$ cat src/rtl/mode_select_if.sv
// -----------------------------------------------------------------------------
// mode_select_if
//   Groups the button inputs and the mode outputs of mode_select.
//   master : board/button side, drives the raw buttons, observes the modes
//   slave  : mode_select itself
//   Signals
//     BTN_UP, BTN_DN, BTN_SEL : raw active-high buttons, asynchronous to CLK
//     MAIN_MODE, SUB_MODE     : 8-bit registered mode values
//     FIELD                   : field edited by UP/DN (0=MAIN_MODE, 1=SUB_MODE)
//     STEP                    : one-cycle pulse the cycle after a mode change
// -----------------------------------------------------------------------------
interface mode_select_if;
    logic       BTN_UP;
    logic       BTN_DN;
    logic       BTN_SEL;
    logic [7:0] MAIN_MODE;
    logic [7:0] SUB_MODE;
    logic       FIELD;
    logic       STEP;

    modport master (
        output BTN_UP, BTN_DN, BTN_SEL,
        input  MAIN_MODE, SUB_MODE, FIELD, STEP
    );

    modport slave (
        input  BTN_UP, BTN_DN, BTN_SEL,
        output MAIN_MODE, SUB_MODE, FIELD, STEP
    );
endinterface

$ cat src/rtl/mode_select.sv
// -----------------------------------------------------------------------------
// mode_select
//   Push-button front end producing the MAIN_MODE/SUB_MODE pair used by the
//   7-seg display handler. Each raw button is synchronised (2 flops) and
//   debounced; a 0->1 edge of a debounced level is a press event. SEL toggles
//   the edited field, UP/DN step the edited field with wrap-around. Any change
//   of MAIN_MODE clears SUB_MODE.
//
//   Ports
//     RSTX  in  asynchronous active-low reset
//     CLK   in  clock
//     bus   mode_select_if.slave (BTN_UP/DN/SEL in, MAIN_MODE/SUB_MODE/FIELD/STEP out)
//
//   Build option
//     MODE_SELECT_AUTO_REPEAT_EN : when defined, a held UP or DN produces
//     extra steps after RPT_DLY cycles and then every RPT_PER cycles.
//     When undefined, one step per press.
// -----------------------------------------------------------------------------
module mode_select #(
    parameter int BW_DB    = 20,
    parameter int DB_CNT   = 500000,
    parameter int MAIN_MAX = 31,
    parameter int SUB_MAX  = 99,
    parameter int RPT_DLY  = 25000000,
    parameter int RPT_PER  = 5000000
) (
    input  logic         RSTX,
    input  logic         CLK,
    mode_select_if.slave bus
);

    // Button indices into the packed button vectors.
    localparam int NB    = 3;
    localparam int B_UP  = 0;
    localparam int B_DN  = 1;
    localparam int B_SEL = 2;

    localparam logic [BW_DB-1:0] DB_LAST  = BW_DB'(DB_CNT - 1);
    localparam logic [7:0]       MAIN_TOP = 8'(MAIN_MAX);
    localparam logic [7:0]       SUB_TOP  = 8'(SUB_MAX);

    // An illegal configuration leaves the buttons inert, so the outputs can
    // never leave their legal range whatever the parameters say.
    localparam bit PARAM_OK = (DB_CNT >= 2) && (MAIN_MAX >= 0) && (MAIN_MAX <= 255)
                           && (SUB_MAX >= 0) && (SUB_MAX <= 255)
                           && (RPT_DLY >= 1) && (RPT_PER >= 1);

    logic [NB-1:0] btn_raw;
    logic [NB-1:0] press;

    assign btn_raw = {bus.BTN_SEL, bus.BTN_DN, bus.BTN_UP};

    // -------------------------------------------------------------------------
    // Per-button synchroniser, debouncer and press-edge detector
    // -------------------------------------------------------------------------
    genvar gi;
    generate
        for (gi = 0; gi < NB; gi++) begin : g_btn
            logic             sync1_reg;
            logic             sync2_reg;
            logic             db_reg;
            logic             db_prev_reg;
            logic [BW_DB-1:0] cnt_reg;

            // The counter only runs while the synchronised level disagrees
            // with the accepted level; any agreement restarts it, so a glitch
            // shorter than DB_CNT cycles never flips db_reg.
            always_ff @(posedge CLK or negedge RSTX) begin
                if (!RSTX) begin
                    sync1_reg   <= 1'b0;
                    sync2_reg   <= 1'b0;
                    db_reg      <= 1'b0;
                    db_prev_reg <= 1'b0;
                    cnt_reg     <= '0;
                end else begin
                    sync1_reg   <= btn_raw[gi];
                    sync2_reg   <= sync1_reg;
                    db_prev_reg <= db_reg;
                    if (sync2_reg == db_reg) begin
                        cnt_reg <= '0;
                    end else if (cnt_reg == DB_LAST) begin
                        db_reg  <= ~db_reg;
                        cnt_reg <= '0;
                    end else begin
                        cnt_reg <= cnt_reg + BW_DB'(1);
                    end
                end
            end

            // Only presses matter; releases produce no event.
            assign press[gi] = db_reg & ~db_prev_reg & PARAM_OK;
        end
    endgenerate

    // -------------------------------------------------------------------------
    // Auto-repeat
    // -------------------------------------------------------------------------
    logic rpt_up;
    logic rpt_dn;

`ifdef MODE_SELECT_AUTO_REPEAT_EN
    localparam int RPT_MAX = (RPT_DLY > RPT_PER) ? RPT_DLY : RPT_PER;
    localparam int BW_RPT  = $clog2(RPT_MAX + 1);
    localparam logic [BW_RPT-1:0] DLY_LAST = BW_RPT'(RPT_DLY - 1);
    localparam logic [BW_RPT-1:0] PER_LAST = BW_RPT'(RPT_PER - 1);

    typedef enum logic [1:0] {
        RPT_IDLE,
        RPT_DELAY,
        RPT_PERIOD
    } rpt_state_t;

    rpt_state_t        rpt_state_reg;
    rpt_state_t        rpt_state_next;
    logic [BW_RPT-1:0] rpt_cnt_reg;
    logic [BW_RPT-1:0] rpt_cnt_next;
    logic              rpt_fire;
    logic              up_held;
    logic              dn_held;
    logic              one_held;
    logic              any_press;

    assign up_held   = g_btn[B_UP].db_reg;
    assign dn_held   = g_btn[B_DN].db_reg;
    // Repeats need exactly one of UP/DN held; holding both suppresses them.
    assign one_held  = up_held ^ dn_held;
    assign any_press = |press;

    always_ff @(posedge CLK or negedge RSTX) begin
        if (!RSTX) begin
            rpt_state_reg <= RPT_IDLE;
            rpt_cnt_reg   <= '0;
        end else begin
            rpt_state_reg <= rpt_state_next;
            rpt_cnt_reg   <= rpt_cnt_next;
        end
    end

    // The counter restarts from the initial delay on every press event
    // (UP, DN or SEL) and parks while not exactly one direction is held.
    // With the press on cycle c0 the counter reads 0 on c0+1, so the first
    // repeat fires on c0+RPT_DLY and the next ones every RPT_PER cycles.
    always_comb begin
        rpt_state_next = rpt_state_reg;
        rpt_cnt_next   = rpt_cnt_reg;
        rpt_fire       = 1'b0;
        if (!one_held || any_press) begin
            rpt_state_next = one_held ? RPT_DELAY : RPT_IDLE;
            rpt_cnt_next   = '0;
        end else begin
            case (rpt_state_reg)
                RPT_IDLE: begin
                    // The opposite button was just released: start afresh.
                    rpt_state_next = RPT_DELAY;
                    rpt_cnt_next   = '0;
                end
                RPT_DELAY: begin
                    if (rpt_cnt_reg == DLY_LAST) begin
                        rpt_fire       = 1'b1;
                        rpt_state_next = RPT_PERIOD;
                        rpt_cnt_next   = '0;
                    end else begin
                        rpt_cnt_next = rpt_cnt_reg + BW_RPT'(1);
                    end
                end
                RPT_PERIOD: begin
                    if (rpt_cnt_reg == PER_LAST) begin
                        rpt_fire     = 1'b1;
                        rpt_cnt_next = '0;
                    end else begin
                        rpt_cnt_next = rpt_cnt_reg + BW_RPT'(1);
                    end
                end
                default: begin
                    rpt_state_next = RPT_IDLE;
                    rpt_cnt_next   = '0;
                end
            endcase
        end
    end

    assign rpt_up = rpt_fire & up_held;
    assign rpt_dn = rpt_fire & dn_held;
`else
    // One step per press: no repeat events.
    assign rpt_up = 1'b0;
    assign rpt_dn = 1'b0;
`endif

    // -------------------------------------------------------------------------
    // Mode registers
    // -------------------------------------------------------------------------
    logic [7:0] main_mode_reg;
    logic [7:0] main_mode_next;
    logic [7:0] sub_mode_reg;
    logic [7:0] sub_mode_next;
    logic       field_reg;
    logic       field_next;
    logic       chg_reg;
    logic       chg_next;
    logic       step_reg;
    logic       up_evt;
    logic       dn_evt;
    logic       sel_evt;
    logic       do_up;
    logic       do_dn;

    assign up_evt  = press[B_UP] | rpt_up;
    assign dn_evt  = press[B_DN] | rpt_dn;
    assign sel_evt = press[B_SEL];
    // Simultaneous UP and DN cancel each other.
    assign do_up   = up_evt & ~dn_evt;
    assign do_dn   = dn_evt & ~up_evt;

    always_comb begin
        main_mode_next = main_mode_reg;
        sub_mode_next  = sub_mode_reg;
        // The step below uses field_reg, i.e. the field selected before a
        // SEL toggling on the same edge.
        field_next     = field_reg ^ sel_evt;
        if (do_up || do_dn) begin
            if (!field_reg) begin
                if (do_up) begin
                    main_mode_next = (main_mode_reg >= MAIN_TOP) ? 8'd0 : main_mode_reg + 8'd1;
                end else begin
                    main_mode_next = (main_mode_reg == 8'd0) ? MAIN_TOP : main_mode_reg - 8'd1;
                end
            end else begin
                if (do_up) begin
                    sub_mode_next = (sub_mode_reg >= SUB_TOP) ? 8'd0 : sub_mode_reg + 8'd1;
                end else begin
                    sub_mode_next = (sub_mode_reg == 8'd0) ? SUB_TOP : sub_mode_reg - 8'd1;
                end
            end
        end
        // A new main mode always starts from sub mode 0.
        if (main_mode_next != main_mode_reg) begin
            sub_mode_next = 8'd0;
        end
        chg_next = (main_mode_next != main_mode_reg) || (sub_mode_next != sub_mode_reg);
    end

    // chg_reg marks the cycle the new value is visible; STEP follows one
    // cycle later so the display side sees settled values with the pulse.
    always_ff @(posedge CLK or negedge RSTX) begin
        if (!RSTX) begin
            main_mode_reg <= 8'd0;
            sub_mode_reg  <= 8'd0;
            field_reg     <= 1'b0;
            chg_reg       <= 1'b0;
            step_reg      <= 1'b0;
        end else begin
            main_mode_reg <= main_mode_next;
            sub_mode_reg  <= sub_mode_next;
            field_reg     <= field_next;
            chg_reg       <= chg_next;
            step_reg      <= chg_reg;
        end
    end

    assign bus.MAIN_MODE = main_mode_reg;
    assign bus.SUB_MODE  = sub_mode_reg;
    assign bus.FIELD     = field_reg;
    assign bus.STEP      = step_reg;

endmodule

$ cat src/flat_wrapper.sv
// flat-port wrapper written by rule: the top's interface ports become plain ports
module mode_select_flat 
#(
    parameter int BW_DB    = 20,
    parameter int DB_CNT   = 500000,
    parameter int MAIN_MAX = 31,
    parameter int SUB_MAX  = 99,
    parameter int RPT_DLY  = 25000000,
    parameter int RPT_PER  = 5000000
)
  (RSTX, CLK, bus_BTN_UP, bus_BTN_DN, bus_BTN_SEL, bus_MAIN_MODE, bus_SUB_MODE, bus_FIELD, bus_STEP);
  mode_select_if bus_i ();
  input  logic RSTX;
  input  logic CLK;
  input wire logic [$bits(bus_i.BTN_UP)-1:0] bus_BTN_UP;
  input wire logic [$bits(bus_i.BTN_DN)-1:0] bus_BTN_DN;
  input wire logic [$bits(bus_i.BTN_SEL)-1:0] bus_BTN_SEL;
  output wire logic [$bits(bus_i.MAIN_MODE)-1:0] bus_MAIN_MODE;
  output wire logic [$bits(bus_i.SUB_MODE)-1:0] bus_SUB_MODE;
  output wire logic [$bits(bus_i.FIELD)-1:0] bus_FIELD;
  output wire logic [$bits(bus_i.STEP)-1:0] bus_STEP;
  assign bus_i.BTN_UP = bus_BTN_UP;
  assign bus_i.BTN_DN = bus_BTN_DN;
  assign bus_i.BTN_SEL = bus_BTN_SEL;
  assign bus_MAIN_MODE = bus_i.MAIN_MODE;
  assign bus_SUB_MODE = bus_i.SUB_MODE;
  assign bus_FIELD = bus_i.FIELD;
  assign bus_STEP = bus_i.STEP;
  mode_select #(.BW_DB(BW_DB), .DB_CNT(DB_CNT), .MAIN_MAX(MAIN_MAX), .SUB_MAX(SUB_MAX), .RPT_DLY(RPT_DLY), .RPT_PER(RPT_PER)) u_core (.RSTX(RSTX), .CLK(CLK), .bus(bus_i));
endmodule
$ cat config.mk
export PLATFORM = sky130hd
export DESIGN_NAME = mode_select_flat
export DESIGN_NICKNAME = d
export VERILOG_FILES = /design/src/rtl/mode_select_if.sv /design/src/rtl/mode_select.sv /design/src/flat_wrapper.sv
export SDC_FILE = /design/constraint.sdc
export NUM_CORES = 1
export LEC_CHECK = 0
export CORE_UTILIZATION = 45
export CTS_BUF_LIST = sky130_fd_sc_hd__clkbuf_16
export DETAILED_ROUTE_END_ITERATION = 12
export PLACE_DENSITY = 0.63
export SLEW_MARGIN = 40
export SYNTH_ARGS = -nofsm -noshare
export SYNTH_HDL_FRONTEND = slang
export SYNTH_SLANG_ARGS = --single-unit
$ cat constraint.sdc
create_clock -name CLK -period 2 [get_ports CLK]
set_input_delay 0.3 -clock CLK [delete_from_list [all_inputs] [get_ports CLK]]
set_output_delay 0.3 -clock CLK [all_outputs]
set_load 0.02 [all_outputs]
## After elaboration in Yosys (flattened, before gate mapping)

Cells that the tools add are included.

- $add $sub $neg: 7
- Order comparisons: 2
- Equal/unequal tests: 8
- Muxes and demuxes: 17
- Bitwise logic cells: 17
- Reductions and logical operators: 7

Operators with widths:

| cell | number |
|---|---|
| 20-bit two-way mux | 6 |
| 8-bit two-way mux | 11 |
| 20-bit by 1-bit adder with 20-bit output (second input constant) | 3 |
| 20-bit by 19-bit == test with 1-bit output (second input constant) | 3 |
| 8-bit by 1-bit adder with 8-bit output (second input constant) | 2 |
| 8-bit zero test | 2 |
| 8-bit inequality test | 2 |
| 8-bit by 1-bit subtractor with 8-bit output (second input constant) | 2 |
| 1-bit inverter | 11 |
| 8-bit by 5-bit greater-or-equal comparator with 1-bit output (second input constant) | 1 |
| 8-bit by 7-bit greater-or-equal comparator with 1-bit output (second input constant) | 1 |
| 2-bit AND reduction | 3 |
| 1-bit AND | 5 |
| 1-bit == test | 3 |
| 1-bit logical OR | 2 |
| 1-bit bitwise XOR | 1 |

- Register bits: 91
- Input bits: 5
- Output and inout port bits: 18
- Logic and storage cells: 78

## Depth between registers and ports, before layout

Gate-level depths: netlist of run 1.

- Depth in word-level cells: 11
- Gate-level depth with buffers: 7
- Depth with buffers taken out: 6

## Worst setup path after synthesis of run 1

OpenSTA, ideal clock, no wires.

- Kind: flip-flop to flip-flop
- From: register u_core.sub_mode_reg[0], in the netlist u_core.bus.SUB_MODE[0]
- To: register u_core.sub_mode_reg[3], in the netlist u_core.bus.SUB_MODE[3]
- Setup time: 0.126 ns
- Data arrival time: 1.814 ns
- Required time: 1.874 ns
- Slack: 0.060 ns
- Cell stages (with the launch flop): 7
- Buffers on the path: 0
- Clock period less this slack: 1.940 ns
- Cells stage by stage: dfrtp_1 > inv_1 > ha_1 > or4b_1 > nor2_1 > a211oi_1 > o311a_1

- Longest elaborated chain between the ends: 6
- Elaborated cells on any way between the ends: 10
- Classes of those cells: 2 x add/sub; 1 x order compare; 6 x mux; 1 x reduce/logical

RTL lines:

| element | line | RTL |
|---|---|---|
| start: declaration | mode_select.sv:195 | `logic [7:0] sub_mode_reg;` |
| start signal: assignment | mode_select.sv:254 | `sub_mode_reg <= sub_mode_next;` |
| 8-bit by 1-bit subtractor with 8-bit output (tied with other cells) | mode_select.sv:232 | `sub_mode_next = (sub_mode_reg == 8'd0) ? SUB_TOP : sub_mode_reg - 8'd1;` |
| 8-bit two-way mux (on tied branches) | mode_select.sv:232, mode_select.sv:230 |  |
| 8-bit two-way mux (*) | mode_select.sv:229 | `if (do_up) begin` |
| 8-bit two-way mux (*) | mode_select.sv:222 | `if (!field_reg) begin` |
| 8-bit two-way mux (*) | mode_select.sv:221 | `if (do_up \|\| do_dn) begin` |
| 8-bit two-way mux (*) | mode_select.sv:237 | `if (main_mode_next != main_mode_reg) begin` |
| net u_core.sub_mode_next[3] | mode_select.sv:196 | `logic [7:0] sub_mode_next;` |

Mark *: on every way through the listed nets, which the timed path passes. The rest lies on a longest branch.
A chain may end at the register's enable or synchronous reset.

## Worst setup path after layout of run 1

- From: register u_core.sub_mode_reg[4], in the netlist u_core.bus.SUB_MODE[4]
- To: output port bus_SUB_MODE[4]

RTL lines:

| element | line | RTL |
|---|---|---|
| end: declaration | flat_wrapper.sv:19 | `output wire logic [$bits(bus_i.SUB_MODE)-1:0] bus_SUB_MODE;` |

No word-level cell between the ends.

==> results of run 1 <==
-- metal layers --
metal	vias up	part of all wire (%)	routed length, um	global-route usage [%]
met2	64	46	4517	31.02
li1	1917	-	-	-
met1	1907	49	4788	26.81
met3	11	3.2	312	2.807
met5	-	0	0	0
met4	0	1.4	141	8.451
-- per-stage QoR --
stage / std cells / instance area, sq um / worst slack (ns) / hold WS [ns]
final: 684 / 5655 / 0.08940 / 0.3603
after global routing: 684 / 5655 / -0.02791 / 0.3719
after CTS: 684 / 5638 / 0.02602 / 0.3594
after detailed placement: 668 / 5345 / 0.04295 / 0.2236
after global placement: 668 / 5345 / 0.09535 / 0.2224
after floorplan: 500 / 4791 / 0.05990 / 0.004409
-- cell families after synthesis --
kind of cell / Yosys count / share of synthesized area, %
AOI/OAI and AO/OA: 96 / 13.27
muxes: 8 / 1.776
DFF: 91 / 47.53
adders and majority gates: 10 / 2.612
xor gates and xnor gates: 41 / 7.496
buffers and inverters: 38 / 3.003
and+or+nand+nor: 216 / 24.31
-- final cells by class --
cell class,count,area (sq um)
clock inverter,6,57.56
clock buffer,9,225.2
timing repair buffer,51,462.9
fill,934,4668
sequential,91,2277
tap,136,170.2
inverter,20,75.07
multi-input combinational,371,2387
-- cell usage in the layout (no fill, tap or decap), drive strengths merged, types with 19 or more instances in the layout --
master,n
a21oi,26
o21ai,19
xnor2,28
clkdlybuf4s50,21
buf,29
nand3,27
nand2,29
nor2,56
dfrtp,91
inv,20
-- power by group through the flow --
| stage | Sequential (mW) | Combinational, mW | Clock, mW |
|---|---|---|---|
| global route | 1.88 | 0.133 | 1.75 |
| CTS | 1.88 | 0.118 | 1.69 |
| floorplan | 1.91 | 0.0459 | 0 |
| finish | 1.88 | 0.113 | 1.64 |
| detailed placement | 1.91 | 0.116 | 0 |
| global placement | 1.91 | 0.114 | 0 |
-- cells in the mapped netlist, types with 3 or more instances --
| cell type | number | area share [%] |
|---|---|---|
| a211oi_1 | 5 | 0.78 |
| a21oi_1 | 26 | 2.7 |
| a31oi_1 | 5 | 0.65 |
| and3_1 | 3 | 0.39 |
| and4_1 | 6 | 1.1 |
| clkbuf_1 | 17 | 1.3 |
| dfrtp_1 | 91 | 48 |
| ha_1 | 10 | 2.6 |
| inv_1 | 20 | 1.6 |
| mux2_2 | 4 | 0.94 |
| mux2i_1 | 4 | 0.84 |
| nand2_1 | 29 | 2.3 |
| nand2b_1 | 7 | 0.91 |
| nand3_1 | 26 | 2.7 |
| nand4_1 | 11 | 1.4 |
| nor2_1 | 56 | 4.4 |
| nor2b_1 | 3 | 0.39 |
| nor3_1 | 18 | 1.9 |
| nor4_1 | 12 | 1.6 |
| nor4b_1 | 6 | 1.1 |
| o21ai_0 | 19 | 2.0 |
| o22ai_1 | 3 | 0.39 |
| o31ai_1 | 10 | 1.6 |
| or3_1 | 14 | 1.8 |
| or4_1 | 12 | 1.9 |
| xnor2_1 | 28 | 5.1 |
| xor2_1 | 13 | 2.4 |
-- what timing repair did --
| item | 4_1_cts | 5_1_grt |
|---|---|---|
| resized for setup | 0 | 5 |
| hold buffers | 1 | 0 |
| setup endpoints to repair | 0 | 8 |
| hold endpoints to repair | 20 | 0 |
-- final timing paths --
kind                                        start                         to  slack, ns  cells after the start
setup / recovery           u_core.bus.SUB_MODE[4]            bus_SUB_MODE[4]       0.09                      1
hold / removal                     u_core.chg_reg            u_core.bus.STEP       0.36                      0
setup reg to reg           u_core.bus.SUB_MODE[0]     u_core.bus.SUB_MODE[3]       0.09                      6
hold reg to reg                    u_core.chg_reg            u_core.bus.STEP       0.36                      0
max in group asynchronous                    RSTX  u_core.g_btn[1].sync1_reg       1.09                      3
min in group asynchronous                    RSTX     u_core.bus.SUB_MODE[4]       0.40                      2
==> flow_summary.ini, run 1 <==
[route]
routedWlPerCell_um = 14.27
wirelength_mm = 9.759
vias_per_cell = 5.700
antenna_left = 0
drcViolationCount = 0
num_vias = 3899
dr.pass1.iters = 5
initialDrtViolationCount = 231

[worst_setup_path]
critical-path-slowest-cell = clkdlybuf4s50_1
path_delay_family = buffers and inverters
path_class = reg -> out
cp_cell_sequence = clkdlybuf4s50_1
path_buf_inv = 1
slowest_delay_ns = 0.68
critPathArrivalTime_ns = 1.61
crit_required_ns = 1.70
cp_max_fo = 13
crit_path_end_kind = output port
crit_path_start_kind = flip-flop

[global_route]
overflow = 0
grt_pass1_wl_mm = 17.63
grt_usage_pct = 19.61
grt_max_degree = 42
antenna_found_initial = 0
grt_pass1_vias = 3863

[cells_and_area]
nNetsFinal = 559
largest_reg_flops = 60
final_util_pct = 54.78
area_growth_pct = 18.05
num_antenna_cells = 0
drive_above_1_share_pct = 10.77

[cts]
cts_tree = done
clockBufferDepth = 2
htreeDepth = 3
cts_buffers = 9
clock-root-buffer = clkbuf_16
cts_setup_buffers = 0
worstSkewPairLatency_ns = 0.34
clock_sinks = 91
path_clk_slew_ns = 0.06

[floorplanning]
die_x_um = 105.2
start_util_pct = 46.41
die_area_sq_mm = 0.01106
core.rowCount = 37
coreArea_sq_mm = 0.01032
die_y_um = 105.2
ioPinCount = 23

[power_and_ir_drop]
p_leak_nw = 2.291
power_frac_seq_pct = 51.7
total_power_mw = 3.636
pwr-share-comb_pct = 3.1
clock_power_share_pct = 45.2
switching_share_pct = 21.58
p_per_area_mw_per_mm2 = 642.9
p_int_mw = 2.851
p_switching_mw = 0.7846
ir_drop_mv = 0.3353

[logic_synthesis]
yosys_warnings = 0
synth-edff-count = 0
async_flop_share_pct = 100.0
synth_area_per_cell_sq_um = 9.582
yosysUniqueCellTypes = 58
syn-num-nets = 515
ys_seq_area_share_pct = 47.53
ys_seq_elements = 91
synth-main-ff-cell = dfrtp_1
synth_area_sq_mm = 0.004791
synth_cells = 500

[place]
hpwl_mm = 6.809
gp_congestion = 0.8884
portBuffers = 22

[timing]
slew_headroom_pct = 64.54
hold_violations = 0
finalSetupViolations = 0
worst_pin_slew_ns = 0.5300
fmax_ghz = 0.5234
min_period_ns = 1.911
setup_tns_ns = 0
report.final.slew_viol_count = 0
skew_ns = 0.005196
min_period_over_period_pct = 95.53

[flow_run]
cap_violations = 0

[min_path]
hold_path_class = reg -> reg

[outcome]
status = completed
Power figures use the tool's default switching activity.
==> run 2: changes to the inputs <==
Settings changed: CTS_CLUSTER_DIAMETER set to 150.
==> results of run 2 <==
No change in the layout: final DEF, timing and power equal those of run 1.
